==> src/rtl/mem_lsu_if.sv <==
// mem_lsu_if: groups the execute-side op handshake and the split data bus of mem_lsu.
//   Execute side : in_valid/in_ready, in_read, in_write, in_size, in_zext, in_addr, in_wdata, flush
//   Request bus  : dreq_valid, dreq_addr, dreq_size, dreq_strobe, dreq_data
//   Response bus : dresp_addr_ok, dresp_data_ok, dresp_data
//   Completion   : out_valid, out_rdata, out_misalign, busy
// modport master is the LSU view; modport slave is the execute/bus environment view.
interface mem_lsu_if #(
  parameter int unsigned XLEN = 64
);
  logic              in_valid;
  logic              in_ready;
  logic              in_read;
  logic              in_write;
  logic [2:0]        in_size;
  logic              in_zext;
  logic [XLEN-1:0]   in_addr;
  logic [XLEN-1:0]   in_wdata;
  logic              flush;
  logic              dreq_valid;
  logic [XLEN-1:0]   dreq_addr;
  logic [2:0]        dreq_size;
  logic [XLEN/8-1:0] dreq_strobe;
  logic [XLEN-1:0]   dreq_data;
  logic              dresp_addr_ok;
  logic              dresp_data_ok;
  logic [XLEN-1:0]   dresp_data;
  logic              out_valid;
  logic [XLEN-1:0]   out_rdata;
  logic              out_misalign;
  logic              busy;

  modport master (
    input  in_valid, in_read, in_write, in_size, in_zext, in_addr, in_wdata, flush,
    input  dresp_addr_ok, dresp_data_ok, dresp_data,
    output in_ready, dreq_valid, dreq_addr, dreq_size, dreq_strobe, dreq_data,
    output out_valid, out_rdata, out_misalign, busy
  );

  modport slave (
    output in_valid, in_read, in_write, in_size, in_zext, in_addr, in_wdata, flush,
    output dresp_addr_ok, dresp_data_ok, dresp_data,
    input  in_ready, dreq_valid, dreq_addr, dreq_size, dreq_strobe, dreq_data,
    input  out_valid, out_rdata, out_misalign, busy
  );
endinterface

==> src/rtl/mem_lsu.sv <==
// mem_lsu: single-outstanding load/store unit for the memory stage.
//   clk, reset : clock, asynchronous active-high reset
//   bus        : mem_lsu_if.master (execute handshake, split addr/data bus, completion)
// Aligns store data/strobes onto byte lanes, extracts and extends load data, faults
// oversized or misaligned ops without touching the bus, and lets a flush squash an op
// while still finishing any bus handshake already started.
module mem_lsu #(
  parameter int unsigned XLEN        = 64,
  parameter bit          ALIGN_CHECK = 1'b1
) (
  input  logic      clk,
  input  logic      reset,
  mem_lsu_if.master bus
);
  localparam int unsigned SW   = XLEN / 8;
  localparam int unsigned OFFW = $clog2(SW);

  localparam logic [1:0] IDLE = 2'd0;
  localparam logic [1:0] ADDR = 2'd1;
  localparam logic [1:0] DATA = 2'd2;
  localparam logic [1:0] RESP = 2'd3;

  logic [1:0]      state_q, state_d;
  logic            kill_q, kill_d;
  logic            store_q, store_d;
  logic            zext_q, zext_d;
  logic            dreq_valid_q, dreq_valid_d;
  logic [XLEN-1:0] addr_q, addr_d;
  logic [2:0]      size_q, size_d;
  logic [SW-1:0]   strobe_q, strobe_d;
  logic [XLEN-1:0] data_q, data_d;
  logic            out_valid_q, out_valid_d;
  logic            out_misalign_q, out_misalign_d;
  logic [XLEN-1:0] out_rdata_q, out_rdata_d;

  logic [OFFW-1:0] off_in;
  logic [OFFW-1:0] align_mask;
  logic            fault;
  logic            ready;
  logic            accept;
  logic [SW-1:0]   st_strobe;
  logic [XLEN-1:0] ld_shifted;
  logic [XLEN-1:0] ld_ext;
  logic            ld_sign;
  int unsigned     ld_bits;

  // Op decode: fault check and acceptance (flush blocks a same-cycle accept).
  assign off_in     = bus.in_addr[OFFW-1:0];
  assign align_mask = OFFW'((8'd1 << bus.in_size) - 8'd1);
  assign fault      = (bus.in_size > 3'(OFFW)) ||
                      (ALIGN_CHECK && ((off_in & align_mask) != '0));
  assign ready      = (state_q == IDLE) && !out_valid_q;
  assign accept     = bus.in_valid && ready && (bus.in_read || bus.in_write) && !bus.flush;

  // Store byte enables: 2^size lanes starting at the address offset, clipped to the word.
  always_comb begin
    st_strobe = '0;
    for (int i = 0; i < int'(SW); i++) begin
      if (i >= int'(off_in) && i < int'(off_in) + (1 << int'(bus.in_size)))
        st_strobe[i] = 1'b1;
    end
  end

  // Load lane extraction and zero/sign extension from the latched op attributes.
  always_comb begin
    ld_shifted = bus.dresp_data >> {addr_q[OFFW-1:0], 3'b000};
    ld_bits    = 32'd8 << size_q;
    case (size_q)
      3'd0:    ld_sign = ld_shifted[7];
      3'd1:    ld_sign = ld_shifted[15];
      3'd2:    ld_sign = ld_shifted[31];
      default: ld_sign = ld_shifted[XLEN-1];
    endcase
    ld_ext = '0;
    for (int i = 0; i < int'(XLEN); i++)
      ld_ext[i] = (32'(i) < ld_bits) ? ld_shifted[i] : (ld_sign && !zext_q);
  end

  // State and output registers.
  always_ff @(posedge clk or posedge reset) begin
    if (reset) begin
      state_q        <= IDLE;
      kill_q         <= 1'b0;
      store_q        <= 1'b0;
      zext_q         <= 1'b0;
      dreq_valid_q   <= 1'b0;
      addr_q         <= '0;
      size_q         <= '0;
      strobe_q       <= '0;
      data_q         <= '0;
      out_valid_q    <= 1'b0;
      out_misalign_q <= 1'b0;
      out_rdata_q    <= '0;
    end else begin
      state_q        <= state_d;
      kill_q         <= kill_d;
      store_q        <= store_d;
      zext_q         <= zext_d;
      dreq_valid_q   <= dreq_valid_d;
      addr_q         <= addr_d;
      size_q         <= size_d;
      strobe_q       <= strobe_d;
      data_q         <= data_d;
      out_valid_q    <= out_valid_d;
      out_misalign_q <= out_misalign_d;
      out_rdata_q    <= out_rdata_d;
    end
  end

  // Next-state and next-output logic.
  always_comb begin
    state_d        = state_q;
    kill_d         = kill_q;
    store_d        = store_q;
    zext_d         = zext_q;
    dreq_valid_d   = dreq_valid_q;
    addr_d         = addr_q;
    size_d         = size_q;
    strobe_d       = strobe_q;
    data_d         = data_q;
    out_valid_d    = 1'b0;
    out_misalign_d = 1'b0;
    out_rdata_d    = '0;

    case (state_q)
      IDLE: begin
        kill_d = 1'b0;
        if (accept) begin
          if (fault) begin
            state_d        = RESP;
            out_valid_d    = 1'b1;
            out_misalign_d = 1'b1;
          end else begin
            state_d      = ADDR;
            dreq_valid_d = 1'b1;
            store_d      = bus.in_write;
            zext_d       = bus.in_zext;
            addr_d       = bus.in_addr;
            size_d       = bus.in_size;
            strobe_d     = bus.in_write ? st_strobe : '0;
            data_d       = bus.in_write ? (bus.in_wdata << {off_in, 3'b000}) : '0;
          end
        end
      end
      ADDR, DATA: begin
        // A flush only marks the op dead; the bus handshake still runs to completion.
        if (bus.flush) kill_d = 1'b1;
        if (state_q == ADDR && bus.dresp_addr_ok) begin
          dreq_valid_d = 1'b0;
          state_d      = DATA;
        end
        if (bus.dresp_data_ok && (state_q == DATA || bus.dresp_addr_ok)) begin
          state_d     = IDLE;
          kill_d      = 1'b0;
          out_valid_d = !(kill_q || bus.flush);
          out_rdata_d = (store_q || kill_q || bus.flush) ? '0 : ld_ext;
        end
      end
      default: state_d = IDLE;
    endcase
  end

  // The fault pulse is presented while in RESP, so a flush in that cycle masks it.
  assign bus.in_ready     = ready;
  assign bus.busy         = (state_q != IDLE);
  assign bus.dreq_valid   = dreq_valid_q;
  assign bus.dreq_addr    = addr_q;
  assign bus.dreq_size    = size_q;
  assign bus.dreq_strobe  = strobe_q;
  assign bus.dreq_data    = data_q;
  assign bus.out_valid    = out_valid_q && !(state_q == RESP && bus.flush);
  assign bus.out_misalign = out_misalign_q && !(state_q == RESP && bus.flush);
  assign bus.out_rdata    = out_rdata_q;
endmodule

==> src/flat_wrapper.sv <==
// flat-port wrapper written by rule: the top's interface ports become plain ports
module mem_lsu_flat 
#(
  parameter int unsigned XLEN        = 64,
  parameter bit          ALIGN_CHECK = 1'b1
)
  (clk, reset, bus_in_valid, bus_in_read, bus_in_write, bus_in_size, bus_in_zext, bus_in_addr, bus_in_wdata, bus_flush, bus_dresp_addr_ok, bus_dresp_data_ok, bus_dresp_data, bus_in_ready, bus_dreq_valid, bus_dreq_addr, bus_dreq_size, bus_dreq_strobe, bus_dreq_data, bus_out_valid, bus_out_rdata, bus_out_misalign, bus_busy);
  mem_lsu_if #(.XLEN(XLEN)) bus_i ();
  input  logic clk;
  input  logic reset;
  input wire logic [$bits(bus_i.in_valid)-1:0] bus_in_valid;
  input wire logic [$bits(bus_i.in_read)-1:0] bus_in_read;
  input wire logic [$bits(bus_i.in_write)-1:0] bus_in_write;
  input wire logic [$bits(bus_i.in_size)-1:0] bus_in_size;
  input wire logic [$bits(bus_i.in_zext)-1:0] bus_in_zext;
  input wire logic [$bits(bus_i.in_addr)-1:0] bus_in_addr;
  input wire logic [$bits(bus_i.in_wdata)-1:0] bus_in_wdata;
  input wire logic [$bits(bus_i.flush)-1:0] bus_flush;
  input wire logic [$bits(bus_i.dresp_addr_ok)-1:0] bus_dresp_addr_ok;
  input wire logic [$bits(bus_i.dresp_data_ok)-1:0] bus_dresp_data_ok;
  input wire logic [$bits(bus_i.dresp_data)-1:0] bus_dresp_data;
  output wire logic [$bits(bus_i.in_ready)-1:0] bus_in_ready;
  output wire logic [$bits(bus_i.dreq_valid)-1:0] bus_dreq_valid;
  output wire logic [$bits(bus_i.dreq_addr)-1:0] bus_dreq_addr;
  output wire logic [$bits(bus_i.dreq_size)-1:0] bus_dreq_size;
  output wire logic [$bits(bus_i.dreq_strobe)-1:0] bus_dreq_strobe;
  output wire logic [$bits(bus_i.dreq_data)-1:0] bus_dreq_data;
  output wire logic [$bits(bus_i.out_valid)-1:0] bus_out_valid;
  output wire logic [$bits(bus_i.out_rdata)-1:0] bus_out_rdata;
  output wire logic [$bits(bus_i.out_misalign)-1:0] bus_out_misalign;
  output wire logic [$bits(bus_i.busy)-1:0] bus_busy;
  assign bus_i.in_valid = bus_in_valid;
  assign bus_i.in_read = bus_in_read;
  assign bus_i.in_write = bus_in_write;
  assign bus_i.in_size = bus_in_size;
  assign bus_i.in_zext = bus_in_zext;
  assign bus_i.in_addr = bus_in_addr;
  assign bus_i.in_wdata = bus_in_wdata;
  assign bus_i.flush = bus_flush;
  assign bus_i.dresp_addr_ok = bus_dresp_addr_ok;
  assign bus_i.dresp_data_ok = bus_dresp_data_ok;
  assign bus_i.dresp_data = bus_dresp_data;
  assign bus_in_ready = bus_i.in_ready;
  assign bus_dreq_valid = bus_i.dreq_valid;
  assign bus_dreq_addr = bus_i.dreq_addr;
  assign bus_dreq_size = bus_i.dreq_size;
  assign bus_dreq_strobe = bus_i.dreq_strobe;
  assign bus_dreq_data = bus_i.dreq_data;
  assign bus_out_valid = bus_i.out_valid;
  assign bus_out_rdata = bus_i.out_rdata;
  assign bus_out_misalign = bus_i.out_misalign;
  assign bus_busy = bus_i.busy;
  mem_lsu #(.XLEN(XLEN), .ALIGN_CHECK(ALIGN_CHECK)) u_core (.clk(clk), .reset(reset), .bus(bus_i));
endmodule
==> config.mk <==
export PLATFORM = sky130hd
export DESIGN_NAME = mem_lsu_flat
export DESIGN_NICKNAME = d
export VERILOG_FILES = /design/src/rtl/mem_lsu_if.sv /design/src/rtl/mem_lsu.sv /design/src/flat_wrapper.sv
export SDC_FILE = /design/constraint.sdc
export NUM_CORES = 1
export LEC_CHECK = 0
export CAP_MARGIN = 0
export CORE_UTILIZATION = 45
export CTS_CLUSTER_DIAMETER = 40
export CTS_CLUSTER_SIZE = 25
export DETAILED_ROUTE_END_ITERATION = 8
export PLACE_DENSITY = 0.81
export SYNTH_ARGS = -nofsm -noshare
export SYNTH_HDL_FRONTEND = slang
export SYNTH_SLANG_ARGS = --single-unit
==> constraint.sdc <==
create_clock -name clk -period 10.63 [get_ports clk]
set_clock_uncertainty 0.2 [all_clocks]
set_input_delay 2.6575 -clock clk [delete_from_list [all_inputs] [get_ports clk]]
set_output_delay 2.6575 -clock clk [all_outputs]
set_load 0.005 [all_outputs]
== Word-level counts from Yosys, hierarchy flattened ==
Cells that the tools add are included.

* Word-level logic and storage cells: 244
* Flip-flop bits (word level): 211
* Latch bits: 0
* Output and inout bits: 208
* Input port bits: 204
* Memory bits (read-only): 0
* RAM bits: 0
* Memories kept: 0

* Mux-type cells: 95
* $lt $le $gt $ge: 80
* Add/sub/neg operators: 2
* Reduce and logical (&&, ||, !) cells: 38
* Equality and inequality tests: 10
* Shift-type cells: 5
* Multiply operators: 0
* Bitwise logic cells: 2
* Div/mod/pow operators: 0

{| class="wikitable"
|+ Operators by type and width
! operator !! number
|-
| $lt A6 B32 Y1 const A || 32
|-
| $lt A5 B32 Y1 const A || 16
|-
| $lt A4 B32 Y1 const A || 12
|-
| $mux W64 || 4
|-
| $lt A3 B32 Y1 const A || 6
|-
| $lt A1 B32 Y1 const A || 3
|-
| $lt A2 B32 Y1 const A || 3
|-
| $mux W1 || 81
|-
| $shl A64 B6 Y64 || 1
|-
| $shr A64 B6 Y64 || 1
|-
| $add A4 B32 Y32 || 1
|-
| $shl A1 B3 Y32 const A || 1
|-
| $shl A4 B3 Y32 const A || 1
|-
| $logic_and A1 B1 Y1 || 17
|-
| $ge A3 B3 Y1 const A || 3
|-
| $mux W2 || 4
|-
| $mux W8 || 1
|-
| $ge A1 B3 Y1 const A || 2
|-
| $ge A2 B3 Y1 const A || 2
|-
| $logic_or A1 B1 Y1 || 6
|-
| $pmux W1 S2 || 3
|-
| $logic_not A1 Y1 || 5
|-
| $eq A2 B2 Y1 const B || 2
|-
| $ne A2 B1 Y1 const B || 2
|-
| 21 further kinds || 23
|}

== Depth between registers and ports, before layout ==
Gate-level depths: netlist of run 1.

* Word-level depth: 8
* Gate-level depth with buffers: 10
* Mapped depth without buffers: 8

== Least setup slack after synthesis of run 1 ==
No wires, ideal clock.

* Path type: input to output
* Start point: in bus_flush
* End point: out bus_out_misalign
* Arrival: 2,833 ps
* Slack: 4,939 ps
* Stages: 1
* Data required time: 7,773 ps
* Path buffers: 0
* Cells stage by stage: a21boi_0

* Word-level cells in the longest chain between the ends: 3

{| class="wikitable"
|+ Ends and longest elaborated chain
! what !! line !! RTL
|-
| from (decl) || flat_wrapper.sv:18 || <nowiki>input wire logic [$bits(bus_i.flush)-1:0] bus_flush;</nowiki>
|-
| $logic_and A1 B1 Y1 || mem_lsu.sv:172 || <nowiki>assign bus.out_misalign = out_misalign_q && !(state_q == RESP && bus.flush);</nowiki>
|-
| $logic_not A1 Y1 || mem_lsu.sv:172 ||
|-
| $logic_and A1 B1 Y1 || mem_lsu.sv:172 ||
|-
| to (decl) || flat_wrapper.sv:30 || <nowiki>output wire logic [$bits(bus_i.out_misalign)-1:0] bus_out_misalign;</nowiki>
|}

No other way between the ends.

== Worst setup path in the final report of run 1 ==
* Start point: in bus_flush
* End point: out bus_out_valid

* Word-level cells in the longest chain between the ends: 3

{| class="wikitable"
|+ Ends and longest elaborated chain
! what !! line !! RTL
|-
| $logic_and A1 B1 Y1 || mem_lsu.sv:171 || <nowiki>assign bus.out_valid = out_valid_q && !(state_q == RESP && bus.flush);</nowiki>
|-
| $logic_not A1 Y1 || mem_lsu.sv:171 ||
|-
| $logic_and A1 B1 Y1 || mem_lsu.sv:171 ||
|-
| to (decl) || flat_wrapper.sv:28 || <nowiki>output wire logic [$bits(bus_i.out_valid)-1:0] bus_out_valid;</nowiki>
|}

No other way between the ends.

==> out/results.txt, run 1 <==
Grt total ovfl - 0
Syn nets - 1265
Setup WS pre-CTS - 3.83 ns
Slew margin rel. - 0.315
WHS - 0.266 ns
Mux contribution to synthesized area - 0.196
Post-synth ARST share - 1.00
Worst slew pin tran - 1.03 ns
Fmax - 147 MHz
Post-CTS Resized - 0
Initial antenna violation count - 1
Max IR drop VDD - 0.000152 V
Largest family of logic cells by synthesized area - multiplexers
DR pass1 iterations - 5
Gr usage total - 0.319
Tmin final - 6.82 ns
Routed WL - 40.6 mm
Final HPWL DP - 29.7 mm
Synth Area in Compound Gates - 0.167
Predominant post-synthesis flop cell - dfrtp_1
Die width - 159 um
Final Setup Violations - 0
Power per Cell Area - 237 nW/um^2
Worst Hold Class - reg -> reg
Yosys warning total - 0
Buffers added on ports - 411
Mean Syn Cell Area - 10.6 um^2
# hold bufs at CTS - 0
Final Cell Area - 16500 um^2
Kind of start point of the critical path - input port
Most common cell in the netlist - dfrtp_1
# DRC - 0
Root Buffer - clkbuf_16
Post-synthesis simple-gate area fraction - 0.114
DR iter-0 viols - 837
Via count - 10300
Max-slew violations - 0
Max-Cap Viols - 0
Die Y - 159 um
Synth area leader - dfrtp_1
Number of placement rows - 57
Clock Latency Late Sink - 0.56 ns
CTS H-Tree Depth - 1
CTS tree - yes
Post-synthesis cell type count - 62
CTS clk-pin slew, worst paths - 0.06 ns
Pleak - 6.94 nW
Setup bufs post-CTS - 0
# IOs - 412
Largest net degree at the start of global routing - 138
Core ar. - 24200 um^2
Placer Congestion - 1.00
Cell types occupying the most area after synthesis - dfrtp_1, mux2_2, mux4_2
DR vias/cell - 5.78
Post-route ant nets - 0
Nets - 1640
Post-synth top area share - 0.475
Sink Count - 211
WS Path Type - in -> out
P&R area growth vs syn - 48.3%
#FFs+latches synth - 211
Setup ws final - 3.81 ns
Die ar. - 25300 um^2
Most frequent cells after synthesis - dfrtp_1, nand2_1, o21ai_0
Fin. Hold Viols - 0
Post-synthesis adder-cell area fraction - 0.0119
Vias in the first global route - 10600
First-pass GRT wire length - 62.0 mm
Outcome - finished clean
Worst EP required - 7.77 ns
Sequential cell area fraction in the yosys report - 0.475
CP Max Fanout - 5
EDFF count, synth - 0
Post-DP Area - 15400 um^2
Period utilization - 0.641
Mapped Area - 11100 um^2
Clock Path Buffers - 3
TNS Setup - 0 ns
Synth Area in XOR/XNOR - 0
Total CTS buffers - 31
Post-Synthesis Cells - 1051
Data arrival, critical path - 3.96 ns
Drt wl/cell - 22.9 um
Effective utilization at floorplan - 0.458
Crit end category - output pin
RSZ-0062 raised after global routing - false
Layout cells sized above 1 - 0.147
Flop-to-flop setup slack - 6.51 ns
## critical path, cell delays in order
cell             delay [ns]
clkdlybuf4s50_1        0.48
a21boi_0               0.26
clkdlybuf4s50_1        0.57
## state kept, by name, indices dropped and copies added, names as in the netlist
signal,cells
u_core.bus.dreq_addr,64
u_core.bus.dreq_data,64
u_core.bus.out_rdata,64
u_core.bus.dreq_strobe,8
u_core.bus.dreq_size,3
u_core.state_q,2
u_core.bus.dreq_valid,1
u_core.kill_q,1
u_core.out_misalign_q,1
u_core.out_valid_q,1
u_core.store_q,1
u_core.zext_q,1
## path summary, 6_finish.rpt
check	startpoint	endpoint	depth (start not counted)
setup / recovery	bus_flush	bus_out_valid	3
hold / removal	u_core.bus.dreq_data[63]	u_core.bus.dreq_data[63]	2
setup reg to reg	u_core.state_q[0]	u_core.bus.dreq_strobe[4]	9
hold reg to reg	u_core.bus.dreq_data[63]	u_core.bus.dreq_data[63]	2
max in group asynchronous	reset	u_core.out_valid_q	3
min in group asynchronous	reset	u_core.bus.dreq_addr[20]	2
## metal layers
| layer | vias up | part of all wire | routed length (um) | GRT usage |
|---|---|---|---|---|
| li1 | 4561 | - | - | - |
| met2 | 618 | 0.50 | 20500 | 0.556 |
| met4 | 0 | 0.043 | 1740 | 0.140 |
| met1 | 4983 | 0.36 | 14700 | 0.375 |
| met5 | - | 0 | 0 | 0 |
| met3 | 106 | 0.090 | 3650 | 0.0748 |
## metrics by stage
stage	total power (W)	std cells	util
after detailed placement	0.00286	1717	0.635
after CTS	0.00391	1775	0.679
final	0.00390	1776	0.679
after floorplan	0.00201	1051	-
after global placement	0.00283	1717	0.635
after global routing	0.00409	1776	0.679
## cells in the final DEF (no fill, tap or decap), types with 4 or more instances in the layout
cell type and count:
a22o_1 18, ha_1 9, a2bb2oi_1 7, nor2_1 71
o22ai_1 18, o21a_1 18, clkbuf_16 31, nor2b_1 18
a211oi_1 16, inv_6 7, mux4_2 31, dfrtp_1 209
nand2b_1 7, clkdlybuf4s50_1 409, nand2_1 138, o21ai_1 7
or2_2 4, buf_4 15, mux2i_1 42, o211ai_1 4
or3_1 4, nor3_1 9, o21ai_0 95, a21oi_1 51
inv_8 4, a22oi_1 11, o31ai_1 15, nor3b_1 10
clkinv_4 4, inv_1 9, mux2_2 93
## layout make-up
type | count | area, um^2
clock buffers | 34 | 807
repair buffers | 425 | 4210
clock inverters | 24 | 259
inverters | 12 | 52.6
multi-input cells | 745 | 5450
flip-flops and latches | 211 | 5280
fillers | 1908 | 7780
well taps | 324 | 405
diodes | 1 | 2.50
## report_power, final
group | switching, W | leakage (nW) | internal (W)
clock network | 0.000431 | 0.521 | 0.000598
logic | 0.000809 | 3.59 | 0.000877
registers | 0.000139 | 2.83 | 0.00104
total | 0.00138 | 6.94 | 0.00252
## logic make-up after synthesis
family | count (synthesis)
simple gates | 281
flops | 211
compound gates | 287
mux | 167
buf+inv | 95
fa+ha+maj | 10
(Power assumes the default switching activity.)
==> run 2, diff against run 1 <==
==> constraint.sdc (replaced) <==
create_clock -name clk -period 7 [get_ports clk]
set_clock_uncertainty 0.2 [all_clocks]
set_input_delay 1.75 -clock clk [delete_from_list [all_inputs] [get_ports clk]]
set_output_delay 1.75 -clock clk [all_outputs]
set_load 0.005 [all_outputs]
==> out/results.txt, run 2 (synthesis results as in run 1) <==
Outcome - finished clean
Fmax - 204 MHz
Inst Count DP - 1716
Slew margin rel. - 0.321
Pleak - 7.00 nW
Effective utilization at floorplan - 0.458
Die width - 159 um
Power per Cell Area - 366 nW/um^2
Max-slew violations - 0
Power consumption - 0.00607 W
DR vias/cell - 5.74
Post-route ant nets - 0
Worst-path cell with the longest stage delay - clkdlybuf4s50_1
Initial antenna violation count - 0
P&R area growth vs syn - 49.5%
Fin cells - 1781
Setup bufs post-CTS - 0
Grt total ovfl - 0
Nets - 1644
# hold bufs at CTS - 0
Routed WL - 39.3 mm
Via count - 10200
Gr usage total - 0.307
Worst EP required - 5.05 ns
Core ar. - 24200 um^2
Cell breakdown of the critical path - clkdlybuf4s50_1 > a21boi_0 > clkdlybuf4s50_1
Vias in the first global route - 10300
CTS tree - yes
Sink Count - 211
CTS clk-pin slew, worst paths - 0.06 ns
Kind of start point of the critical path - input port
First-pass GRT wire length - 60.2 mm
Worst slew pin tran - 1.01 ns
Period utilization - 0.701
Placer Congestion - 1.06
Data arrival, critical path - 2.95 ns
Root Buffer - clkbuf_16
# IOs - 412
Number of placement rows - 57
Die ar. - 25300 um^2
Commonest non-fill, non-tap cell in the layout - clkdlybuf4s50_1
CP dominant cell by count - clkdlybuf4s50_1
Clock Latency Late Sink - 0.50 ns
Max-Cap Viols - 0
Max IR drop VDD - 0.000294 V
Largest net degree at the start of global routing - 95
TNS Setup - 0 ns
Die Y - 159 um
Layout cells sized above 1 - 0.149
Layout Utilization - 0.685
RSZ-0062 raised after global routing - false
# DRC - 0
Delay-heaviest family, CP - buffers and inverters
WS Path Type - in -> out
Clock Path Buffers - 3
Final Setup Violations - 0
DR pass1 iterations - 5
Worst Hold Class - reg -> reg
Drt wl/cell - 22.1 um
Fin. Hold Viols - 0
Post-CTS Resized - 0
Buffers added on ports - 411
Number of diodes - 0
DR iter-0 viols - 917
Crit end category - output pin
CP Max Fanout - 5
CTS H-Tree Depth - 2
Tmin final - 4.90 ns
Total CTS buffers - 36
CP bufs+invs - 2
Worst path max stage delay - 0.52 ns
Leading cell types in the layout, fill and taps excluded - clkdlybuf4s50_1, dfrtp_1, nand2_1
Final HPWL DP - 28.3 mm
[run 2: per-stage QoR]
step	setup WS, ns	cell area (um^2)	hold slack [ns]
after detailed placement	2.11	15400	0.256
after CTS	2.10	16600	0.270
after global placement	2.10	15400	0.258
after floorplan	2.31	11100	0.250
final	2.10	16600	0.269
after global routing	2.01	16600	0.294
[run 2: power by group]
part           internal, W  switching, W  leakage (nW)
clock network      0.00104      0.000689         0.584
logic              0.00133       0.00119          3.59
registers          0.00159      0.000225          2.83
[run 2: cell type report]
class                   count  area [um^2]
clock buffers              41          940
clock inverters            24          264
fillers                  1854         7640
inverters                  12         48.8
multi-input cells         745         5450
flip-flops and latches    211         5280
well taps                 324          405
repair buffers            424         4220
[run 2: final timing paths]
check / from / endpoint / slack, ns / cells past startpoint
worst max-delay path: bus_flush / bus_out_valid / 2.10 / 3
worst min-delay path: u_core.bus.dreq_data[62] / u_core.bus.dreq_data[62] / 0.27 / 2
worst max register to register: u_core.bus.dreq_addr[0] / u_core.bus.out_rdata[10] / 3.56 / 6
worst min register to register: u_core.bus.dreq_data[62] / u_core.bus.dreq_data[62] / 0.27 / 2
max in group asynchronous: reset / u_core.bus.dreq_strobe[2] / 3.92 / 3
min in group asynchronous: reset / u_core.bus.out_rdata[57] / 1.55 / 2
[run 2: worst reg2reg max path: stages (launching register included)]
cell      delay [ns]
dfrtp_2         0.35
buf_4           0.72
mux2_2          0.50
nor2_1          0.32
nor4_4          0.13
o41ai_4         0.79
o2bb2a_1        0.31
[run 2: layer usage]
layer,track usage,vias up,part of all wire
li1,-,4578,-
met1,0.365,4966,0.37
met2,0.526,563,0.50
met3,0.0716,109,0.086
met4,0.146,0,0.048
met5,0,-,0
